--- config.mk ---
export PLATFORM = sky130hd
export DESIGN_NAME = simon_sequencer_flat
export DESIGN_NICKNAME = d
export VERILOG_FILES = /design/src/rtl/simon_sequencer_if.sv /design/src/rtl/simon_sequencer.sv /design/src/flat_wrapper.sv
export SDC_FILE = /design/constraint.sdc
export NUM_CORES = 1
export LEC_CHECK = 0
export CAP_MARGIN = 10
export CORE_ASPECT_RATIO = 1.1
export CORE_MARGIN = 5
export CORE_UTILIZATION = 40
export CTS_CLUSTER_DIAMETER = 120
export DETAILED_ROUTE_END_ITERATION = 7
export DONT_BUFFER_PORTS = 1
export PLACE_DENSITY = 0.63
export SETUP_SLACK_MARGIN = 0.15
export SLEW_MARGIN = 10
export SYNTH_ARGS = -nofsm -noshare
export SYNTH_HDL_FRONTEND = slang
export SYNTH_SLANG_ARGS = --single-unit
--- constraint.sdc ---
create_clock -name clk_i -period 2.4 [get_ports clk_i]
set_clock_uncertainty 0.1 [all_clocks]
set_input_delay 0.12 -clock clk_i [delete_from_list [all_inputs] [get_ports clk_i]]
set_output_delay 0.12 -clock clk_i [all_outputs]
set_load 0.03 [all_outputs]
--- src/rtl/simon_sequencer_if.sv ---
// simon_sequencer_if: game-side bundle between the sequencer, the LFSR and the IO wrapper.
//   rand_i  [3:0]        LFSR nibble; only [1:0] selects the colour.
//   start_i              start/restart request, level-sampled.
//   btn_i   [3:0]        player buttons, one cycle per press.
//   led_o   [3:0]        one-hot colour during playback.
//   level_o [LVL_W-1:0]  current sequence length.
//   busy_o / win_o / lose_o  status flags.
// Modport slave is the sequencer; master is whatever drives it (wrapper or bench).
interface simon_sequencer_if #(
    parameter int DEPTH = 16
);
    localparam int LVL_W = $clog2(DEPTH) + 1;

    logic [3:0]       rand_i;
    logic             start_i;
    logic [3:0]       btn_i;
    logic [3:0]       led_o;
    logic [LVL_W-1:0] level_o;
    logic             busy_o;
    logic             win_o;
    logic             lose_o;

    modport slave (
        input  rand_i, start_i, btn_i,
        output led_o, level_o, busy_o, win_o, lose_o
    );

    modport master (
        output rand_i, start_i, btn_i,
        input  led_o, level_o, busy_o, win_o, lose_o
    );
endinterface

--- src/rtl/simon_sequencer.sv ---
// simon_sequencer: builds a growing colour sequence from LFSR nibbles, plays it on
// four LEDs, then checks the player's button presses against it.
//   clk_i  clock; rst_i synchronous active-high reset.
//   bus    simon_sequencer_if.slave (rand_i, start_i, btn_i in; led_o, level_o,
//          busy_o, win_o, lose_o out).
// Optional: define SIMON_TIMEOUT_EN to lose after TIMEOUT_CYCLES idle cycles in INPUT.
// The bus interface must be instantiated with the same DEPTH as this module.
module simon_sequencer #(
    parameter int DEPTH          = 16,
    parameter int ON_CYCLES      = 8,
    parameter int OFF_CYCLES     = 4,
    parameter int TIMEOUT_CYCLES = 64
) (
    input  logic              clk_i,
    input  logic              rst_i,
    simon_sequencer_if.slave  bus
);
    localparam int IDX_W  = $clog2(DEPTH);
    localparam int LVL_W  = IDX_W + 1;
    localparam int T_MAX0 = (ON_CYCLES > OFF_CYCLES) ? ON_CYCLES : OFF_CYCLES;
    localparam int T_MAX  = (T_MAX0 > TIMEOUT_CYCLES) ? T_MAX0 : TIMEOUT_CYCLES;
    localparam int T_W    = (T_MAX > 1) ? $clog2(T_MAX) : 1;

    typedef enum logic [2:0] {
        IDLE, APPEND, SHOW_ON, SHOW_OFF, INPUT, WIN, LOSE
    } state_t;

    state_t           state;
    logic [LVL_W-1:0] len;
    logic [IDX_W-1:0] idx;
    logic [T_W-1:0]   timer;
    logic [3:0]       led_q;
    logic             busy_q;
    logic             win_q;
    logic             lose_q;

    logic [1:0]       mem [DEPTH];

    logic [3:0]       exp_onehot;
    logic             last_step;
    logic             seq_full;
    logic [1:0]       unused_rand_hi;

    assign exp_onehot     = 4'b0001 << mem[idx];
    assign last_step      = ({1'b0, idx} == (len - LVL_W'(1)));
    assign seq_full       = (len == LVL_W'(DEPTH));
    assign unused_rand_hi = bus.rand_i[3:2];

    // Sequence storage is never reset; only [0, len) is ever read.
    always_ff @(posedge clk_i) begin
        if (state == APPEND)
            mem[len[IDX_W-1:0]] <= bus.rand_i[1:0];
    end

    always_ff @(posedge clk_i) begin
        if (rst_i) begin
            state  <= IDLE;
            len    <= '0;
            idx    <= '0;
            timer  <= '0;
            led_q  <= 4'b0;
            busy_q <= 1'b0;
            win_q  <= 1'b0;
            lose_q <= 1'b0;
        end else begin
            // LED is a registered read of the step being shown, so it trails
            // the SHOW_ON window by one cycle but keeps its full length.
            led_q <= (state == SHOW_ON) ? exp_onehot : 4'b0;

            case (state)
                IDLE, WIN, LOSE: begin
                    if (bus.start_i) begin
                        len    <= '0;
                        state  <= APPEND;
                        busy_q <= 1'b1;
                        win_q  <= 1'b0;
                        lose_q <= 1'b0;
                    end
                end

                APPEND: begin
                    len   <= len + LVL_W'(1);
                    idx   <= '0;
                    timer <= '0;
                    state <= SHOW_ON;
                end

                SHOW_ON: begin
                    if (timer == T_W'(ON_CYCLES - 1)) begin
                        timer <= '0;
                        state <= SHOW_OFF;
                    end else begin
                        timer <= timer + T_W'(1);
                    end
                end

                SHOW_OFF: begin
                    if (timer == T_W'(OFF_CYCLES - 1)) begin
                        timer <= '0;  // also the idle-count start for INPUT
                        if (last_step) begin
                            idx    <= '0;
                            state  <= INPUT;
                            busy_q <= 1'b0;
                        end else begin
                            idx   <= idx + IDX_W'(1);
                            state <= SHOW_ON;
                        end
                    end else begin
                        timer <= timer + T_W'(1);
                    end
                end

                INPUT: begin
                    if (bus.btn_i != 4'b0) begin
`ifdef SIMON_TIMEOUT_EN
                        timer <= '0;
`endif
                        // Exact match against a one-hot value also rejects
                        // multi-button presses.
                        if (bus.btn_i == exp_onehot) begin
                            if (!last_step) begin
                                idx <= idx + IDX_W'(1);
                            end else if (seq_full) begin
                                state <= WIN;
                                win_q <= 1'b1;
                            end else begin
                                state  <= APPEND;
                                busy_q <= 1'b1;
                            end
                        end else begin
                            state  <= LOSE;
                            lose_q <= 1'b1;
                        end
                    end
`ifdef SIMON_TIMEOUT_EN
                    else if (timer == T_W'(TIMEOUT_CYCLES - 1)) begin
                        state  <= LOSE;
                        lose_q <= 1'b1;
                    end else begin
                        timer <= timer + T_W'(1);
                    end
`endif
                end

                default: state <= IDLE;
            endcase
        end
    end

    assign bus.led_o   = led_q;
    assign bus.level_o = len;
    assign bus.busy_o  = busy_q;
    assign bus.win_o   = win_q;
    assign bus.lose_o  = lose_q;
endmodule

--- src/flat_wrapper.sv ---
// flat-port wrapper written by rule: the top's interface ports become plain ports
module simon_sequencer_flat 
#(
    parameter int DEPTH          = 16,
    parameter int ON_CYCLES      = 8,
    parameter int OFF_CYCLES     = 4,
    parameter int TIMEOUT_CYCLES = 64
)
  (clk_i, rst_i, bus_rand_i, bus_start_i, bus_btn_i, bus_led_o, bus_level_o, bus_busy_o, bus_win_o, bus_lose_o);
  simon_sequencer_if #(.DEPTH(DEPTH)) bus_i ();
  input  logic clk_i;
  input  logic rst_i;
  input wire logic [$bits(bus_i.rand_i)-1:0] bus_rand_i;
  input wire logic [$bits(bus_i.start_i)-1:0] bus_start_i;
  input wire logic [$bits(bus_i.btn_i)-1:0] bus_btn_i;
  output wire logic [$bits(bus_i.led_o)-1:0] bus_led_o;
  output wire logic [$bits(bus_i.level_o)-1:0] bus_level_o;
  output wire logic [$bits(bus_i.busy_o)-1:0] bus_busy_o;
  output wire logic [$bits(bus_i.win_o)-1:0] bus_win_o;
  output wire logic [$bits(bus_i.lose_o)-1:0] bus_lose_o;
  assign bus_i.rand_i = bus_rand_i;
  assign bus_i.start_i = bus_start_i;
  assign bus_i.btn_i = bus_btn_i;
  assign bus_led_o = bus_i.led_o;
  assign bus_level_o = bus_i.level_o;
  assign bus_busy_o = bus_i.busy_o;
  assign bus_win_o = bus_i.win_o;
  assign bus_lose_o = bus_i.lose_o;
  simon_sequencer #(.DEPTH(DEPTH), .ON_CYCLES(ON_CYCLES), .OFF_CYCLES(OFF_CYCLES), .TIMEOUT_CYCLES(TIMEOUT_CYCLES)) u_core (.clk_i(clk_i), .rst_i(rst_i), .bus(bus_i));
endmodule
==> summary.txt, run 1 <==
Yosys
  – Mapped cell area: 2970 sq um
  – Number of synthesis warnings: 0
  – Mapped Cells: 276
  – Post-synthesis sequential area ratio: 51.8%
  – Post-Syn Nets: 293
  – Most used DFF post-synth: edfxtp_1
  – Synth cell types: 51
  – Yosys reg bits: 61
  – Post-synth EDFFs: 32
  – Asr flop ratio synth: 0%
  – Syn Area/Cell: 10.8 sq um

CTS
  – Clk slew on worst S/H paths: 0.08 ns
  – Clk_lat worst skew: 0.34 ns
  – CTS tree: done
  – CTS buffer count: 9
  – Clk buf depth: 2
  – Clock tree sinks: 61
  – Root Buffer: clkbuf_8
  – Htree depth: 3

Timing
  – Final setup margin: -0.176 ns
  – Final hold violations: 19
  – FMAX: 0.388 GHz
  – RSZ-0062 raised after global routing: yes
  – Final setup fails: 14
  – Final Max Tran Viols: 0
  – Post-layout min period: 2.58 ns
  – Worst-margin pin slew: 0.557 ns
  – Fin crit share: 107%
  – Worst hold margin: -0.270 ns
  – Relative max-transition margin: 62.8%

Critical path
  – Crit path largest cell delay: 0.47 ns
  – Slowest-stage cell, CP: mux4_2
  – Worst Setup Path Type: reg -> reg
  – Worst EP required: 2.54 ns
  – Cell Chain, Critical Path: mux2i_2 > mux4_2 > mux2_4 > mux2i_1 > o31a_1 > o21a_2 > nor4bb_1 > o41ai_1
  – Critical Path AT: 2.71 ns
  – Crit end category: flip-flop
  – CP max FO: 10
  – CP startpoint kind: flip-flop
  – CP delay by family, top: multiplexers
  – Crit path buffers/inverters: 0

Floorplan
  – Die area: 9260 sq um
  – Die X-Extent: 92.2 um
  – Die height: 100 um
  – Initial Utilization: 40.5%
  – # IOs: 23
  – # rows: 33
  – Core Region: 7350 sq um

Place
  – DPL Wire Length: 5080 um
  – RD Place Congestion: 0.848
  – Placed insts: 389
  – # port buffers: 0

Power and ir drop
  – NetSw: 0.000769 W
  – Internal Power: 0.00174 W
  – Leak: 1.31 nW
  – Clock power frac: 33.6%
  – Worst vdd ir: 347 uV
  – Sequential share of power: 47.3%
  – P per Cell Area: 676 nW/um^2
  – Comb pwr share: 19.0%
  – Switching part of the total: 30.6%

Final layout
  – Diode count: 0
  – Fin nets: 343
  – Layout cells sized above 1: 28.4%
  – Finished Layout Cells: 418
  – Fill count: 662
  – Area growth from synthesis to layout: 24.8%

Outcome
  – Status: finished, violations left
  – Failing checks: negative hold slack, negative setup slack

Detailed routing
  – Antenna Nets Post-Route: 0
  – DRC errors left: 0
  – Routed length per instance: 16.8 um
  – Vias post-DR: 2292
  – DR iter-0 viols: 103
  – DRT Pass-1 Iters: 4
  – Via-to-Cell Ratio: 5.48
  – Total Routed Length: 7020 um

GRT
  – Total grt overflow: 0
  – First-pass GRT wire length: 11600 um
  – Initial antenna violation count: 0
  – Aggregate global-route resource usage: 16.2%
  – Number of global-route vias before repair: 2334
  – Pin count of the biggest net entering global routing: 23

Job
  – MaxCap Viol Count: 0

Min path
  – Hold Path Class: in -> reg
[cells in the final DEF (no fill, tap or decap), types with 10 or more instances in the layout]
cell type,n
edfxtp_1,32
buf_4,36
dlygate4sd3_1,12
a21oi_1,12
dfxtp_1,23
nor2_1,37
nand2_1,16
o21ai_0,11
mux2i_1,10
[worst reg2reg max path, stage by stage, from the launching register on]
cell	delay [ns]
dfxtp_4	0.41
mux2i_2	0.17
mux4_2	0.47
mux2_4	0.29
mux2i_1	0.12
o31a_1	0.28
o21a_2	0.24
nor4bb_1	0.29
o41ai_1	0.09
[flip-flops by register name, summed over array words and instances, names as in the netlist, named ones only]
| name | cells |
|---|---|
| u_core.bus.busy_o | 1 |
| u_core.bus.led_o | 4 |
| u_core.bus.level_o | 5 |
| u_core.bus.lose_o | 1 |
| u_core.bus.win_o | 1 |
| u_core.idx | 4 |
| u_core.mem | 32 |
| u_core.state | 3 |
| u_core.timer | 6 |
[cell usage after synthesis (2+ instances only)]
| cell type | number | share of area (%) |
|---|---|---|
| nor2_1 | 38 | 4.8 |
| edfxtp_1 | 32 | 32 |
| dfxtp_1 | 29 | 20 |
| nand2_1 | 16 | 2.0 |
| o21ai_0 | 14 | 2.4 |
| a21oi_1 | 13 | 2.2 |
| mux2i_1 | 11 | 3.7 |
| nand3_1 | 11 | 1.9 |
| nand2b_1 | 9 | 1.9 |
| nor2b_1 | 9 | 1.9 |
| nor3_1 | 8 | 1.3 |
| clkbuf_1 | 7 | 0.88 |
| xnor2_1 | 7 | 2.1 |
| ha_1 | 6 | 2.5 |
| mux4_2 | 6 | 4.5 |
| a211oi_1 | 5 | 1.3 |
| inv_1 | 5 | 0.63 |
| nand4_1 | 3 | 0.63 |
| nor3b_1 | 3 | 0.76 |
| o22ai_1 | 3 | 0.63 |
| or2_2 | 3 | 0.63 |
| or3_1 | 3 | 0.63 |
| and2_1 | 2 | 0.42 |
| mux2_2 | 2 | 0.76 |
| o2bb2ai_1 | 2 | 0.59 |
| o31a_1 | 2 | 0.59 |
| o31ai_1 | 2 | 0.50 |
| or4_1 | 2 | 0.50 |
[area by class of cell]
| cell class | instances | area, sq um | share of cell area [%] |
|---|---|---|---|
| inverters | 6 | 25.0 | 0.674 |
| clock inverters | 7 | 58.8 | 1.58 |
| flip-flops and latches | 61 | 1560 | 42.0 |
| clock buffers | 9 | 124 | 3.34 |
| well taps | 87 | 109 | 2.93 |
| repair buffers | 48 | 390 | 10.5 |
| multi-input cells | 200 | 1450 | 38.9 |
[kinds of logic (layout without fill, tap and decap cells)]
kind of cell / Yosys count / after routing / share of synthesized area (%)
DFF: 61 / 61 / 51.8
and+or+nand+nor: 115 / 115 / 20.0
AOI/OAI and AO/OA: 50 / 50 / 10.9
xor gates and xnor gates: 8 / 8 / 2.36
adders and majority gates: 6 / 6 / 2.52
buffers and inverters: 15 / 70 / 2.19
muxes: 21 / 21 / 10.3
[power groups by stage]
stage | Sequential [W] | Clock (W) | Combinational (W)
2_1_floorplan | 0.00120 | 0 | 0.000306
3_3_place_gp | 0.00121 | 0 | 0.000426
3_5_place_dp | 0.00121 | 0 | 0.000429
4_1_cts | 0.00118 | 0.000859 | 0.000468
5_1_grt | 0.00119 | 0.000915 | 0.000522
6_report | 0.00119 | 0.000845 | 0.000478
[final timing paths]
check | to | from | slack, ns | cells past startpoint
hold reg to reg | u_core.timer[5] | u_core.timer[5] | 0.42 | 2
setup reg to reg | u_core.state[2] | flip-flop | -0.18 | 8
setup / recovery | u_core.state[2] | flip-flop | -0.18 | 8
hold / removal | u_core.state[0] | rst_i | -0.27 | 1
[metrics by stage]
step / area (sq um) / setup TNS (ns) / total power (W) / util (%) / worst slack [ns]
floorplan: 3010 / -0.292 / 0.00151 / - / -0.0840
global placement: 3340 / -1.89 / 0.00164 / 45.4 / -0.232
detailed placement: 3340 / -2.11 / 0.00164 / 45.4 / -0.256
CTS: 3660 / -0.764 / 0.00251 / 49.8 / -0.163
global route: 3710 / -2.24 / 0.00263 / 50.5 / -0.297
finish: 3710 / -0.883 / 0.00251 / 50.5 / -0.176
[per-layer routing]
| layer | vias up | global-route usage, % | part of all wire, % |
|---|---|---|---|
| li1 | 1121 | - | - |
| met4 | 0 | 7.43 | 2.5 |
| met1 | 1116 | 19.3 | 43 |
| met3 | 15 | 3.67 | 3.9 |
| met2 | 40 | 27.8 | 50 |
| met5 | - | 0 | 0 |
[timing repair]
| item | CTS | global route |
|---|---|---|
| buffers inserted | 1 | 0 |
| resized for setup | 8 | 8 |
| pin swaps | 1 | 0 |
| setup endpoints to repair | 14 | 17 |
| hold buffers | 10 | 2 |
| endpoints found under the hold margin | 61 | 21 |
No activity file was read; power rests on OpenSTA's default activity.
==> run 2: changes to the inputs <==
Settings changed: CORE_UTILIZATION 40 to 30, PLACE_DENSITY 0.63 to 0.52, SKIP_LAST_GASP set to 1.
==> run 2 against run 1 <==
  * The run still ends with negative hold slack, negative setup slack left
  * Final area is 3.6% higher
  * Die area is 30% higher
  * Via count is 1.9% lower
  * Worst hold slack worse by 0.0092 ns
  * Largest cell class unchanged
==> summary.txt, run 2 (same netlist as run 1, synthesis figures left out) <==
Critical path
  – Critical Path AT: 2.69 ns
  – Cell Chain, Critical Path: buf_12 > mux2i_1 > mux4_2 > mux2_4 > mux2i_1 > o31a_1 > o21a_2 > nor4bb_2 > o41ai_1
  – CP delay by family, top: multiplexers
  – CP startpoint kind: flip-flop
  – Worst path most repeated cell: mux2i_1
  – Crit path largest cell delay: 0.46 ns
  – Worst EP required: 2.54 ns
  – Slowest-stage cell, CP: mux4_2
  – Worst Setup Path Type: reg -> reg
  – Crit end category: flip-flop
  – Crit path buffers/inverters: 1
  – CP max FO: 9

Timing
  – Worst-margin pin slew: 0.584 ns
  – Final setup margin: -0.154 ns
  – Worst hold margin: -0.279 ns
  – Relative max-transition margin: 61.0%
  – Final hold violations: 17
  – Final Max Tran Viols: 0
  – Setup TNS: -1.40 ns
  – Fin crit share: 106%
  – FMAX: 0.391 GHz
  – Post-layout min period: 2.55 ns
  – Final setup fails: 14
  – RSZ-0062 raised after global routing: yes

Outcome
  – Status: finished, violations left
  – Failing checks: negative hold slack, negative setup slack

Floorplan
  – Die height: 114 um
  – Die area: 12000 sq um
  – Core Region: 9790 sq um
  – Initial Utilization: 30.4%
  – Die X-Extent: 105 um
  – # IOs: 23
  – # rows: 38

Power and ir drop
  – Worst vdd ir: 415 uV
  – Leak: 1.34 nW
  – P per Cell Area: 715 nW/um^2

CTS
  – CTS tree: done
  – Clk buf depth: 2
  – Clk_lat worst skew: 0.34 ns
  – Clock tree sinks: 61
  – CTS buffer count: 9
  – Root Buffer: clkbuf_8
  – Clk slew on worst S/H paths: 0.08 ns
  – Post-CTS Hold Fix Bufs: 12
  – Htree depth: 3

Final layout
  – Fin nets: 343
  – Layout cells sized above 1: 30.2%
  – Commonest cells after routing, fill and taps aside: 37 x nor2_1, 33 x buf_4, 32 x edfxtp_1
  – Finished Layout Cells: 451
  – Fill count: 985
  – Leading cell type in the layout, fill and taps excluded: nor2_1
  – Diode count: 0
  – Max FFs per register: 32
  – Area growth from synthesis to layout: 29.3%
  – Final Cell Area: 3840 sq um

GRT
  – Pin count of the biggest net entering global routing: 23
  – Aggregate global-route resource usage: 12.6%
  – Number of global-route vias before repair: 2278
  – First-pass GRT wire length: 11700 um
  – Total grt overflow: 0
  – Initial antenna violation count: 0

Place
  – Cell Area, Placed: 3380 sq um
  – DPL Wire Length: 5260 um
  – RD Place Congestion: 0.774
  – DP Worst Slack: -0.316 ns
  – # port buffers: 0
  – Placed insts: 420

Detailed routing
  – DRT Pass-1 Iters: 4
  – Antenna Nets Post-Route: 0
  – DR iter-0 viols: 93
  – Vias post-DR: 2249
  – Routed length per instance: 16.0 um
  – Via-to-Cell Ratio: 4.99
  – Total Routed Length: 7220 um
  – DRC errors left: 0

Min path
  – Hold Path Class: in -> reg

Job
  – MaxCap Viol Count: 0
run 2: cell count changes in the layout (fill, tap and decap cells not counted), sizes merged:
cell,before,now
bufinv,0,2
buf,36,37
clkinvlp,2,1
dlygate4sd3,12,11
inv,8,7
run 2: per-stage QoR:
step	utilization, %	total power (W)
after floorplan	-	0.00151
after global placement	34.5	0.00166
after detailed placement	34.5	0.00166
after CTS	38.6	0.00274
after global routing	39.3	0.00289
final	39.3	0.00275
run 2: worst register-to-register path, stage by stage (launching register included):
cell,delay [ns]
dfxtp_2,0.33
buf_12,0.14
mux2i_1,0.11
mux4_2,0.46
mux2_4,0.30
mux2i_1,0.12
o31a_1,0.29
o21a_2,0.24
nor4bb_2,0.26
o41ai_1,0.09
run 2: timing repair:
item,CTS,global route
endpoints found under the hold margin,61,20
gates resized for setup,9,16
buffers inserted,3,1
pin swaps,3,4
setup endpoints to repair,14,21
run 2: worst paths after layout:
check / cells after the start / slack (ns) / from / endpoint
worst min register to register: 2 / 0.42 / u_core.bus.level_o[3] / u_core.bus.level_o[3]
worst min-delay path: 1 / -0.28 / rst_i / u_core.state[0]
worst max-delay path: 9 / -0.15 / flip-flop / u_core.state[2]
worst max register to register: 9 / -0.15 / flip-flop / u_core.state[2]
run 2: final cells by class:
cell class / count / area [sq um] / area share (%)
Clock buffer: 9 / 124 / 3.22
Tap cell: 120 / 150 / 3.90
Inverter: 6 / 25.0 / 0.651
Sequential cell: 61 / 1560 / 40.5
Clock inverter: 7 / 98.8 / 2.57
Timing Repair Buffer: 48 / 412 / 10.7
Multi-Input combinational cell: 200 / 1480 / 38.5
run 2: where the power goes:
part	switching [W]	internal, W	leakage, nW	total [W]
logic	0.000265	0.000248	0.705	0.000513
clock network	0.000454	0.000590	0.110	0.00104
registers	0.0000608	0.00113	0.526	0.00119
total	0.000780	0.00197	1.34	0.00275
run 2: per-layer routing:
layer	vias to the layer above	part of all wire, %	track usage (%)
met1	1085	46	16.2
met3	12	4.4	4.34
met2	42	47	19.1
li1	1110	-	-
met4	0	2.5	5.80
met5	-	0	0
